`src/rtl/i2c_pkg.sv`:
```
// Shared types and constants for the I2C master engine.
package i2c_pkg;

    localparam int I2C_ADDR_W = 7;

    typedef enum logic [3:0] {
        IDLE,
        START,
        ADDR,
        ADDR_ACK,
        WRITE,
        WRITE_ACK,
        READ,
        READ_ACK,
        STOP
    } i2c_master_state_t;

    typedef logic [1:0] i2c_quarter_t;

endpackage

```
`src/rtl/i2c_master_tick.sv`:
```
// SCL quarter-period prescaler: strobes on the last cycle of each quarter.
// With I2C_MASTER_STRETCH_EN defined, the end of q2 stalls while the slave holds SCL low.
module i2c_master_tick
    import i2c_pkg::*;
#(
    parameter int CLK_DIV = 4
) (
    input  logic         clk,
    input  logic         rstn,
    input  logic         i_en,
    input  logic         i_qclr,
    input  logic         scl_i,
    output logic         o_stb,
    output i2c_quarter_t o_q
);

    localparam int CW = (CLK_DIV > 2) ? $clog2(CLK_DIV) : 1;

    logic [CW-1:0] r_cnt;
    i2c_quarter_t  r_q;
    logic          w_last;
    logic          w_stall;

    assign w_last = (r_cnt == CW'(CLK_DIV - 1));

`ifdef I2C_MASTER_STRETCH_EN
    assign w_stall = w_last && (r_q == 2'd2) && !scl_i;
`else
    logic w_unused_scl;
    assign w_unused_scl = scl_i;
    assign w_stall      = 1'b0;
`endif

    assign o_stb = w_last && !w_stall;
    assign o_q   = r_q;

    always_ff @(posedge clk or negedge rstn) begin
        if (!rstn) begin
            r_cnt <= '0;
            r_q   <= 2'd0;
        end else if (!i_en) begin
            r_cnt <= '0;
            r_q   <= 2'd0;
        end else if (o_stb) begin
            r_cnt <= '0;
            r_q   <= i_qclr ? 2'd0 : r_q + 2'd1;
        end else if (!w_stall) begin
            r_cnt <= r_cnt + CW'(1);
        end
    end

endmodule

```
`src/rtl/i2c_master.sv`:
```
// I2C master engine: 7-bit address transactions of 0..MAX_LEN bytes, open-drain enables only.
// Optional clock stretching via I2C_MASTER_STRETCH_EN (handled in i2c_master_tick).
module i2c_master
    import i2c_pkg::*;
#(
    parameter int CLK_DIV = 4,
    parameter int MAX_LEN = 16,
    parameter int LEN_W   = $clog2(MAX_LEN + 1)
) (
    input  logic                  clk,
    input  logic                  rstn,
    input  logic                  start,
    input  logic [I2C_ADDR_W-1:0] addr,
    input  logic                  rw,
    input  logic [LEN_W-1:0]      len,
    input  logic [7:0]            wr_data,
    output logic                  wr_ready,
    output logic [7:0]            rd_data,
    output logic                  rd_valid,
    output logic                  busy,
    output logic                  done,
    output logic                  nack,
    input  logic                  scl_i,
    input  logic                  sda_i,
    output logic                  scl_oe,
    output logic                  sda_oe,
    output i2c_master_state_t     dbg_state
);

    i2c_master_state_t r_state, w_next;
    logic [7:0]        r_shift, r_rx, r_rd_data;
    logic [2:0]        r_bit;
    logic [LEN_W-1:0]  r_bytes, w_len_sat;
    logic              r_rw, r_ack, r_nack, r_done, r_wr_ready, r_rd_valid;
    logic              w_stb, w_qclr, w_accept, w_bit_end, w_tx_bit;
    i2c_quarter_t      w_q;

    i2c_master_tick #(.CLK_DIV(CLK_DIV)) u_tick (
        .clk    (clk),
        .rstn   (rstn),
        .i_en   (r_state != IDLE),
        .i_qclr (w_qclr),
        .scl_i  (scl_i),
        .o_stb  (w_stb),
        .o_q    (w_q)
    );

    assign w_accept  = (r_state == IDLE) && start;
    assign w_bit_end = w_stb && (w_q == 2'd3);
    assign w_len_sat = (len > LEN_W'(MAX_LEN)) ? LEN_W'(MAX_LEN) : len;
    // The first data bit goes out in the wr_ready cycle, straight from wr_data.
    assign w_tx_bit  = (r_state == WRITE && r_wr_ready) ? wr_data[7] : r_shift[7];

    always_comb begin
        w_next = r_state;
        w_qclr = 1'b0;
        case (r_state)
            IDLE:      if (start) w_next = START;
            START:     if (w_stb && w_q == 2'd1) begin
                           w_next = ADDR;
                           w_qclr = 1'b1;
                       end
            ADDR:      if (w_bit_end && r_bit == 3'd7) w_next = ADDR_ACK;
            ADDR_ACK:  if (w_bit_end) begin
                           if (r_ack || r_bytes == '0) w_next = STOP;
                           else if (r_rw)              w_next = READ;
                           else                        w_next = WRITE;
                       end
            WRITE:     if (w_bit_end && r_bit == 3'd7) w_next = WRITE_ACK;
            WRITE_ACK: if (w_bit_end) w_next = (r_ack || r_bytes == LEN_W'(1)) ? STOP : WRITE;
            READ:      if (w_bit_end && r_bit == 3'd7) w_next = READ_ACK;
            READ_ACK:  if (w_bit_end) w_next = (r_bytes == LEN_W'(1)) ? STOP : READ;
            STOP:      if (w_stb && w_q == 2'd2) begin
                           w_next = IDLE;
                           w_qclr = 1'b1;
                       end
            default:   w_next = IDLE;
        endcase
    end

    always_comb begin
        scl_oe = 1'b0;
        sda_oe = 1'b0;
        case (r_state)
            START:     sda_oe = (w_q == 2'd1);
            ADDR, WRITE: begin
                scl_oe = ~w_q[1];
                sda_oe = ~w_tx_bit;
            end
            ADDR_ACK, WRITE_ACK, READ: scl_oe = ~w_q[1];
            READ_ACK: begin
                scl_oe = ~w_q[1];
                sda_oe = (r_bytes != LEN_W'(1));
            end
            STOP: begin
                scl_oe = (w_q == 2'd0);
                sda_oe = (w_q != 2'd2);
            end
            default: ;
        endcase
    end

    always_ff @(posedge clk or negedge rstn) begin
        if (!rstn) begin
            r_state    <= IDLE;
            r_shift    <= 8'h00;
            r_rx       <= 8'h00;
            r_rd_data  <= 8'h00;
            r_bit      <= 3'd0;
            r_bytes    <= '0;
            r_rw       <= 1'b0;
            r_ack      <= 1'b0;
            r_nack     <= 1'b0;
            r_done     <= 1'b0;
            r_wr_ready <= 1'b0;
            r_rd_valid <= 1'b0;
        end else begin
            r_state    <= w_next;
            r_done     <= (r_state == STOP) && (w_next == IDLE);
            r_wr_ready <= (w_next == WRITE) && (r_state != WRITE);
            r_rd_valid <= (w_next == READ_ACK) && (r_state == READ);

            if (w_accept) begin
                r_shift <= {addr, rw};
                r_rw    <= rw;
                r_bytes <= w_len_sat;
                r_nack  <= 1'b0;
            end else if (r_wr_ready) begin
                r_shift <= wr_data;
            end else if (w_bit_end && (r_state == ADDR || r_state == WRITE)) begin
                r_shift <= {r_shift[6:0], 1'b0};
            end

            if (w_bit_end && (r_state == ADDR || r_state == WRITE || r_state == READ))
                r_bit <= r_bit + 3'd1;

            if (w_stb && w_q == 2'd2) begin
                if (r_state == READ) r_rx <= {r_rx[6:0], sda_i};
                if (r_state == ADDR_ACK || r_state == WRITE_ACK) r_ack <= sda_i;
            end

            if ((w_next == READ_ACK) && (r_state == READ)) r_rd_data <= r_rx;

            if (w_bit_end && r_ack && (r_state == ADDR_ACK || r_state == WRITE_ACK))
                r_nack <= 1'b1;

            if (w_bit_end && ((r_state == WRITE_ACK && !r_ack) || r_state == READ_ACK))
                r_bytes <= r_bytes - LEN_W'(1);
        end
    end

    // wr_ready, rd_valid and done are single-cycle pulses with no back-pressure:
    // wr_data must already be valid when wr_ready is high; rd_data is valid with rd_valid.
    assign wr_ready  = r_wr_ready;
    assign rd_valid  = r_rd_valid;
    assign rd_data   = r_rd_data;
    assign done      = r_done;
    assign nack      = r_nack;
    assign busy      = (r_state != IDLE);
    assign dbg_state = r_state;

endmodule

```
`config.mk`:
```
export PLATFORM = sky130hd
export DESIGN_NAME = i2c_master
export DESIGN_NICKNAME = d
export VERILOG_FILES = /design/src/rtl/i2c_pkg.sv /design/src/rtl/i2c_master_tick.sv /design/src/rtl/i2c_master.sv
export SDC_FILE = /design/constraint.sdc
export NUM_CORES = 1
export LEC_CHECK = 0
export BUFFER_PORTS_ARGS = -buffer_cell sky130_fd_sc_hd__buf_2
export CORE_MARGIN = 10
export CORE_UTILIZATION = 55
export DETAILED_ROUTE_END_ITERATION = 8
export PLACE_DENSITY_LB_ADDON = 0.25
export SLEW_MARGIN = 20
export SYNTH_ARGS = -nofsm -noshare
export SYNTH_HDL_FRONTEND = slang
export SYNTH_SLANG_ARGS = --single-unit
```
`constraint.sdc`:
```
create_clock -name clk -period 2.19 [get_ports clk]
set_input_delay 0.219 -clock clk [delete_from_list [all_inputs] [get_ports clk]]
set_output_delay 0.219 -clock clk [all_outputs]
set_load 0.05 [all_outputs]
```
== After elaboration in Yosys (flattened, before gate mapping) ==
Cells that the tools add are included.

* Bits in registers: 46
* Output and inout port bits: 19

* $add $sub $neg: 4
* Magnitude comparators: 1
* Equality and inequality tests: 20
* Mux-type cells: 33
* Bitwise gates (word level): 2
* Reduce and logical (&&, ||, !) cells: 34

{| class="wikitable"
|+ Operator list
! kind !! number
|-
| $mux W4 || 12
|-
| $pmux W4 S9 || 1
|-
| $eq A4 B3 Y1 const B || 6
|-
| $mux W8 || 3
|-
| $logic_and A1 B1 Y1 || 15
|-
| $mux W5 || 3
|-
| $mux W2 || 6
|-
| $eq A4 B2 Y1 const B || 2
|-
| $logic_not A4 Y1 || 2
|-
| $eq A2 B2 Y1 const B || 3
|-
| $logic_or A1 B1 Y1 || 6
|-
| $reduce_or A6 Y1 || 1
|-
| $eq A5 B1 Y1 const B || 1
|-
| $gt A5 B5 Y1 const B || 1
|-
| $logic_not A5 Y1 || 1
|-
| $mux W1 || 5
|-
| $ne A5 B1 Y1 const B || 1
|-
| $sub A5 B1 Y5 const B || 1
|-
| $add A2 B1 Y2 const B || 2
|-
| $eq A4 B1 Y1 const B || 1
|-
| $eq A4 B4 Y1 const B || 1
|-
| $ne A2 B2 Y1 const B || 2
|-
| $ne A4 B3 Y1 const B || 1
|-
| $pmux W1 S2 || 2
|-
| other kinds (12) || 15
|}

== Logic depth before layout (Yosys ltp) ==
Gate-level depths: netlist of run 1.

* Word-level depth: 7
* Depth in mapped cells: 6
* Depth with buffers taken out: 6

== By module ==
From an unflattened synthesis of run 1, not the netlist that was laid out.

* Cell total of the unflattened synthesis: 214
* Area total of the unflattened synthesis: 2,464.9 um^2

{| class="wikitable"
|+ By module, submodules not included
! module !! times used !! cells each !! area each (um^2)
|-
| i2c_master || 1 || 199 || 2,284.7
|-
| i2c_master_tick || 1 || 15 || 180.2
|}

== Worst setup path after synthesis of run 1 ==
OpenSTA, ideal clock, no wires.

* Path type: register to output
* Start: reg r_state[2] (netlist: dbg_state[2])
* End: out sda_oe
* Arrival: 2.275 ns
* Data required time: 1.971 ns
* Slack: -0.304 ns
* Cell stages (with the launch flop): 4
* Path buffers: 1
* Path through: dfrtp_1 -> buf_4 -> or4b_4 -> o2111ai_1

* Longest elaborated chain between the ends: 5
* Elaborated cells on any way between the ends: 10

{| class="wikitable"
|+ Ends and longest elaborated chain
! what !! RTL line !! text
|-
| from (decl) || i2c_master.sv:30 || <nowiki>i2c_master_state_t r_state, w_next;</nowiki>
|-
| from (signal assigned) || i2c_master.sv:118 || <nowiki>r_state <= w_next;</nowiki>
|-
| $eq A4 B3 Y1 || i2c_master.sv:52, i2c_master.sv:84 ||
|-
| $logic_and A1 B1 Y1 || i2c_master.sv:52 || <nowiki>assign w_tx_bit = (r_state == WRITE && r_wr_ready) ? wr_data[7] : r_shift[7];</nowiki>
|-
| $mux W1 || i2c_master.sv:52 ||
|-
| $not A1 Y1 || i2c_master.sv:88 || <nowiki>sda_oe = ~w_tx_bit;</nowiki>
|-
| $pmux W1 S4 (*) || i2c_master.sv:84 || <nowiki>case (r_state)</nowiki>
|-
| to (decl) || i2c_master.sv:26 || <nowiki>output logic sda_oe,</nowiki>
|}

Every way passes the cells marked *; elsewhere a longest branch is shown, timed or not.

== Worst setup path after layout of run 1 ==
* Start: reg r_state[2] (netlist: dbg_state[2])
* End: out scl_oe

* Longest elaborated chain between the ends: 3
* Elaborated cells on any way between the ends: 9

{| class="wikitable"
|+ Ends and longest elaborated chain
! what !! RTL line !! text
|-
| $eq A4 B3 Y1 / $eq A4 B2 Y1 (equally long branches) || i2c_master.sv:84 ||
|-
| $reduce_or A6 Y1 (no line) || -- ||
|-
| $pmux W1 S2 (*) || i2c_master.sv:84 ||
|-
| to (decl) || i2c_master.sv:25 || <nowiki>output logic scl_oe,</nowiki>
|}

Marks and branches as above.

==> impl_metrics.yaml, run 1 <==
power_and_ir_drop:
  power.share.combinational_pct: 2.8
  p_per_area_nw_per_um2: 515.5
  switchingPower_uw: 319.4
  clkPwrFrac_pct: 41.7
  p_seq_share_pct: 55.5
  switching_share_pct: 20.90
  p_leak_nw: 1.488
  ir_drop_mv: 0.4290
  power.internal_mw: 1.209
die:
  fp.dieArea_sq_um: 7725
  die_y_microns: 87.89
  initial_core_util_pct: 57.43
  io_pins: 45
  rows: 24
  die_w_microns: 87.89
  core_area_sq_um: 4414
global_route:
  grt_pass1_vias: 1967
  gr-usage-met2_pct: 23.48
  antenna_found_initial: 0
  grt_overflow: 0
  grtUsageTotal_pct: 14.74
  gr-usage-met3_pct: 4.921
  grt_pass1_wl_microns: 9259
  grt_max_degree: 47
  met1_usage_pct: 18.44
  busiest_layer: "met2"
cells_and_area:
  syn_to_final_growth_pct: 16.93
  mostFrequentLayoutCells: "dfrtp_1 (43), buf_2 (42), mux2_2 (24)"
  n_antenna_cell: 0
  drive_gt1_share_pct: 39.11
  final_nets: 306
  mostFrequentLayoutCell: "dfrtp_1"
critical_path:
  r2r-start: "u_tick.o_q[1]"
  worstPathMaxFanout: 15
  critical_path_arrival_ps: 1890
  worst-setup-path-type: "reg -> out"
  start_kind: "register"
  required_ps: 1970
  endpoint_kind: "output port"
  reg2regPathDepth: 5
  worst_r2r_endpoint: "r_shift[1]"
  rrSetupSlack_ps: 170
placed_design:
  dp_hpwl_microns: 3997
  place_congestion: 0.8442
  port-buffer-count: 43
  place_ws_ps: 206.5
synth:
  syn_inst: 221
  ys_seq_area_share_pct: 45.41
  avgSynthCellArea_sq_um: 11.47
  synth_nets: 257
  async_flop_share_pct: 100.0
  synth_edf_count: 0
  synth.distinct_cells: 58
  ys_warn_count: 0
  ys_ff_latch: 46
  netlist_area_sq_um: 2535
  synth_ff_type: "dfrtp_1"
sta:
  rsz0062_at_grt: "no"
  worst_pin_slew_ps: 577.3
  fmax_mhz: 474.8
  whs_ps: -11.11
  maxSlewViolCount: 0
  setup_slack_ps: 83.83
  fin_worst_skew_ps: 4.298
  final.setup.tns_ps: 0
  hold_violations: 11
  setup_viol: 0
  timing.slew.headroom_pct: 61.51
  min_period_ps: 2106
  min_period_over_period_pct: 96.17
drt:
  drtAntennaViolNets: 0
  routed_via_density: 5.867
  drt_iter0_drc: 194
  post_drt_wl_per_cell_microns: 16.89
  wl_microns: 5456
  vias: 1895
  drc: 0
  first_pass_iters: 4
clock_network:
  clk_pin_slew_ps: 80
  clk_latency_ps: 300
  post_cts_resized: 3
  cts_tree: "built"
  cts_sinks: 46
  cts.path.max_buffers: 2
  cts_made_buffers: 5
  cts_setup_buffers: 0
  cts_root_buf: "clkbuf_8"
  hold_buffers: 0
  htree_levels: 2
min_path:
  hold_path.class: "in -> async"
status:
  outcome: "finished, violations left"
  violations: "hold timing"
run:
  maxCapViolCount: 0
## layout make-up
cell class / instances / area, sq um
timing repair buffer: 52 / 289.0
clock buffer: 5 / 68.82
clock inverter: 3 / 43.79
multi-input combinational: 154 / 1301
inverter: 11 / 41.29
sequential: 46 / 1155
tap: 52 / 65.06
fill: 353 / 1450
## logic make-up (layout without fill, tap and decap cells)
family	Yosys count	after routing	synth area share (%)
multiplexers	30	30	13.67
adder cells (fa/ha/maj)	10	10	4.936
buffers and inverters	21	71	3.948
XOR/XNOR	2	2	0.6911
AND/OR/NAND/NOR	70	70	18.56
flip-flops	46	46	45.41
AO/OA/AOI/OAI	42	42	12.78
## worst max-delay path: stages (launching register included)
cell and delay (ps):
dfrtp_2 540, or4b_4 620, o32ai_2 130, buf_2 300
## synthesized netlist by cell type (3+ instances only)
cell type  count  share of area, %
nor2_1         7               1.0
nand2b_1       5               1.2
or3_1          3              0.74
nand3_1        3              0.59
mux2_2        24                11
buf_2          5              0.99
mux2_4         3               1.8
nor2b_1        5               1.2
a211oi_1       4               1.2
nand2_1       15               2.2
o311ai_1       5               1.7
a2bb2oi_1      4               1.4
o21ai_0        5              0.99
buf_4          4               1.2
a21oi_1        5              0.99
o211ai_1       3              0.89
ha_1          10               4.9
inv_1         11               1.6
dfrtp_1       46                45
nor3_1         7               1.4
## through the flow
stage / utilization [%] / instances / hold WS (ps) / total power [mW] / instance area, sq um
after floorplan: - / 221 / -76.59 / 0.8691 / 2549
final: 67.15 / 323 / -11.11 / 1.528 / 2964
after detailed placement: 64.29 / 315 / 336.6 / 0.9095 / 2838
after CTS: 66.95 / 323 / 10.47 / 1.543 / 2955
after global routing: 67.15 / 323 / 42.59 / 1.583 / 2964
after global placement: 64.29 / 315 / 338.6 / 0.9087 / 2838
## power groups by stage
stage / Combinational [mW] / Clock, mW / Sequential, mW
6_report: 0.0429 / 0.637 / 0.848
5_1_grt: 0.0496 / 0.685 / 0.849
4_1_cts: 0.0443 / 0.650 / 0.848
3_5_place_dp: 0.0440 / 0 / 0.865
3_3_place_gp: 0.0433 / 0 / 0.865
2_1_floorplan: 0.00338 / 0 / 0.866
## per-layer routing
metal	share of wire [%]	routed length (microns)
met3	6.9	374
met5	0	0
met4	1.2	68
met1	44	2384
met2	48	2629
## registers in the layout, indices dropped and copies added, names as in the netlist
register	cells
dbg_state	4
done	1
nack	1
r_ack	1
r_bit	3
r_bytes	5
r_rw	1
r_rx	8
r_shift	8
rd_data	8
rd_valid	1
u_tick.o_q	2
u_tick.r_cnt	2
wr_ready	1
## how the worst max path moves through the flow
| stage | slack [ps] | endpoint | start | depth (start not counted) |
|---|---|---|---|---|
| 4_1_cts | 10 | sda_oe | r_bytes[1] | 6 |
| 6_report | 80 | scl_oe | dbg_state[2] | 3 |
| 2_1_floorplan | 2 | sda_oe | dbg_state[2] | 3 |
| 3_3_place_gp | 220 | r_shift[1] | u_tick.o_q[1] | 5 |
| 5_1_grt | 4 | sda_oe | r_bytes[1] | 6 |
| 3_5_place_dp | 210 | r_shift[7] | u_tick.o_q[1] | 5 |
No activity file was read; power rests on OpenSTA's default activity.
==> run 2, diff against run 1 <==
CORE_ASPECT_RATIO = 0.5   (was not set)
==> run 2 against run 1 <==
  * Critical path depth stayed put
  * Sequential cell count unchanged
  * Critical path type unchanged
  * Clock-buffer cell count did not move
  * Hold slack improved by 140 ps
  * Die area rose by 2.1%
  * Clock skew is 8.6 ps higher
  * Highest routed layer unchanged
  * Largest power group unchanged
  * Utilization rose by 0.16 points
  * The run now ends clean
==> impl_metrics.yaml, run 2 (synthesis gave the netlist of run 1 again) <==
power_and_ir_drop:
  p_seq_share_pct: 58.9
  p_total_mw: 1.441
  switching_share_pct: 23.67
  p_leak_nw: 1.486
  power.internal_mw: 1.100
  power.share.combinational_pct: 3.2
  switchingPower_uw: 341.1
  p_per_area_nw_per_um2: 483.9
  ir_drop_mv: 0.3252
  clkPwrFrac_pct: 37.9
critical_path:
  worstPathMaxFanout: 11
  required_ps: 1970
  rrSetupSlack_ps: 170
  r2r-start: "u_tick.o_q[1]"
  critPathLaunch: "dbg_state[2]"
  start_kind: "register"
  slowest_stage: "or4b_4"
  worst-setup-path-type: "reg -> out"
  critPathMaxStageDelay_ps: 610
  critical_path_arrival_ps: 1850
  endpoint_kind: "output port"
  path_cells: "or4b_4 -> o32ai_2 -> buf_2"
min_path:
  hold_path.class: "in -> reg"
  hp-start: "rw"
die:
  core_area_sq_um: 4424
  initial_core_util_pct: 57.30
  die_w_microns: 116.0
  io_pins: 45
  rows: 17
  fp.dieArea_sq_um: 7889
  die_y_microns: 68.01
placed_design:
  dp.cells: 321
  dp_hpwl_microns: 4404
  place_congestion: 0.9075
  place_area_sq_um: 2851
  port-buffer-count: 43
clock_network:
  clk_latency_ps: 310
  cts_made_buffers: 5
  cts_sinks: 46
  cts_tree: "built"
  cts.path.max_buffers: 2
  htree_levels: 2
  clk_pin_slew_ps: 90
  cts_root_buf: "clkbuf_8"
sta:
  fmax_mhz: 482.4
  maxSlewViolCount: 0
  rsz0062_at_grt: "no"
  min_period_ps: 2073
  final.setup.tns_ps: 0
  min_period_over_period_pct: 94.66
  fin_worst_skew_ps: 12.85
  setup_viol: 0
  hold_violations: 0
  worst_pin_slew_ps: 625.7
  timing.slew.headroom_pct: 58.28
drt:
  wl_microns: 5790
  post_drt_wl_per_cell_microns: 17.49
  drc: 0
  drtAntennaViolNets: 0
  vias: 1894
  routed_via_density: 5.722
  drt_iter0_drc: 94
  first_pass_iters: 4
cells_and_area:
  mostFrequentLayoutCells: "dfrtp_1 (42), buf_2 (42), mux2_2 (24)"
  fillers: 350
  syn_to_final_growth_pct: 17.47
  stdcell_count: 331
  final_util_pct: 67.31
  finalInstanceArea_sq_um: 2978
  n_antenna_cell: 0
  final_nets: 309
  drive_gt1_share_pct: 39.78
status:
  outcome: "finished clean"
global_route:
  grt_max_degree: 30
  grt_overflow: 0
  grtUsageTotal_pct: 15.30
  antenna_found_initial: 0
  grt_pass1_wl_microns: 9508
  grt_pass1_vias: 1928
run:
  maxCapViolCount: 0
run 2: changes by cell type in the layout (fill, tap and decap cells not counted):
| cell | previous run | this run |
|---|---|---|
| bufinv_16 | 1 | 0 |
| clkinvlp_4 | 0 | 1 |
| clkinv_2 | 1 | 0 |
| dlygate4sd3_1 | 0 | 1 |
| clkinv_4 | 0 | 1 |
| buf_4 | 9 | 11 |
| dfrtp_2 | 3 | 4 |
| dfrtp_1 | 43 | 42 |
run 2: repair_timing:
item,4_1_cts,5_1_grt
resized for setup,5,3
hold buffers,1,0
pin swaps,0,0
endpoints found under the hold margin,27,0
setup endpoints to repair,1,2
buffers inserted,0,1
run 2: cell type report:
cell class                      instances  area [sq um]  area share [%]
Sequential cell                        46          1156           38.82
Inverter                               11         41.29           1.387
Clock inverter                          3         25.02          0.8403
Tap cell                               57         71.32           2.395
Multi-Input combinational cell        154          1301           43.70
Clock buffer                            5         68.82           2.311
Timing Repair Buffer                   55         314.1           10.55
run 2: per-layer routing:
| layer | share of wire [%] | GRT usage, % | up-vias |
|---|---|---|---|
| met1 | 45 | 18.92 | 914 |
| met2 | 47 | 25.37 | 55 |
| li1 | - | - | 919 |
| met4 | 0.69 | 3.715 | 0 |
| met3 | 7.2 | 5.497 | 6 |
| met5 | 0 | 0 | - |
run 2: final timing paths:
kind | endpoint | cells past startpoint
min in group asynchronous | dbg_state[0] | 2
max in group asynchronous | r_bit[1] | 3
worst max register to register | r_shift[7] | 5
worst min-delay path | r_rw | 3
worst max-delay path | scl_oe | 3
worst min register to register | u_tick.r_cnt[0] | 1
run 2: metrics by stage:
stage | hold slack, ps | setup slack (ps)
final | 124.0 | 116.9
after global placement | 272.0 | 229.1
after global routing | 144.2 | 6.443
after CTS | 116.2 | 37.91
after floorplan | -76.59 | 1.937
after detailed placement | 276.7 | 210.2
run 2: power groups by stage:
stage               clock [mW]  sequential, mW  combinational [mW]
finish                   0.547           0.849              0.0458
global route             0.607           0.849              0.0539
detailed placement           0           0.865              0.0462
global placement             0           0.865              0.0447
CTS                      0.559           0.849              0.0476
floorplan                    0           0.866             0.00338
run 2: worst max-delay path, delay by kind of cell, from the launching register on:
family          cells  cell delay (ps)
simple gates        1              610
flops               1              510
buf+inv             1              300
compound gates      1              130
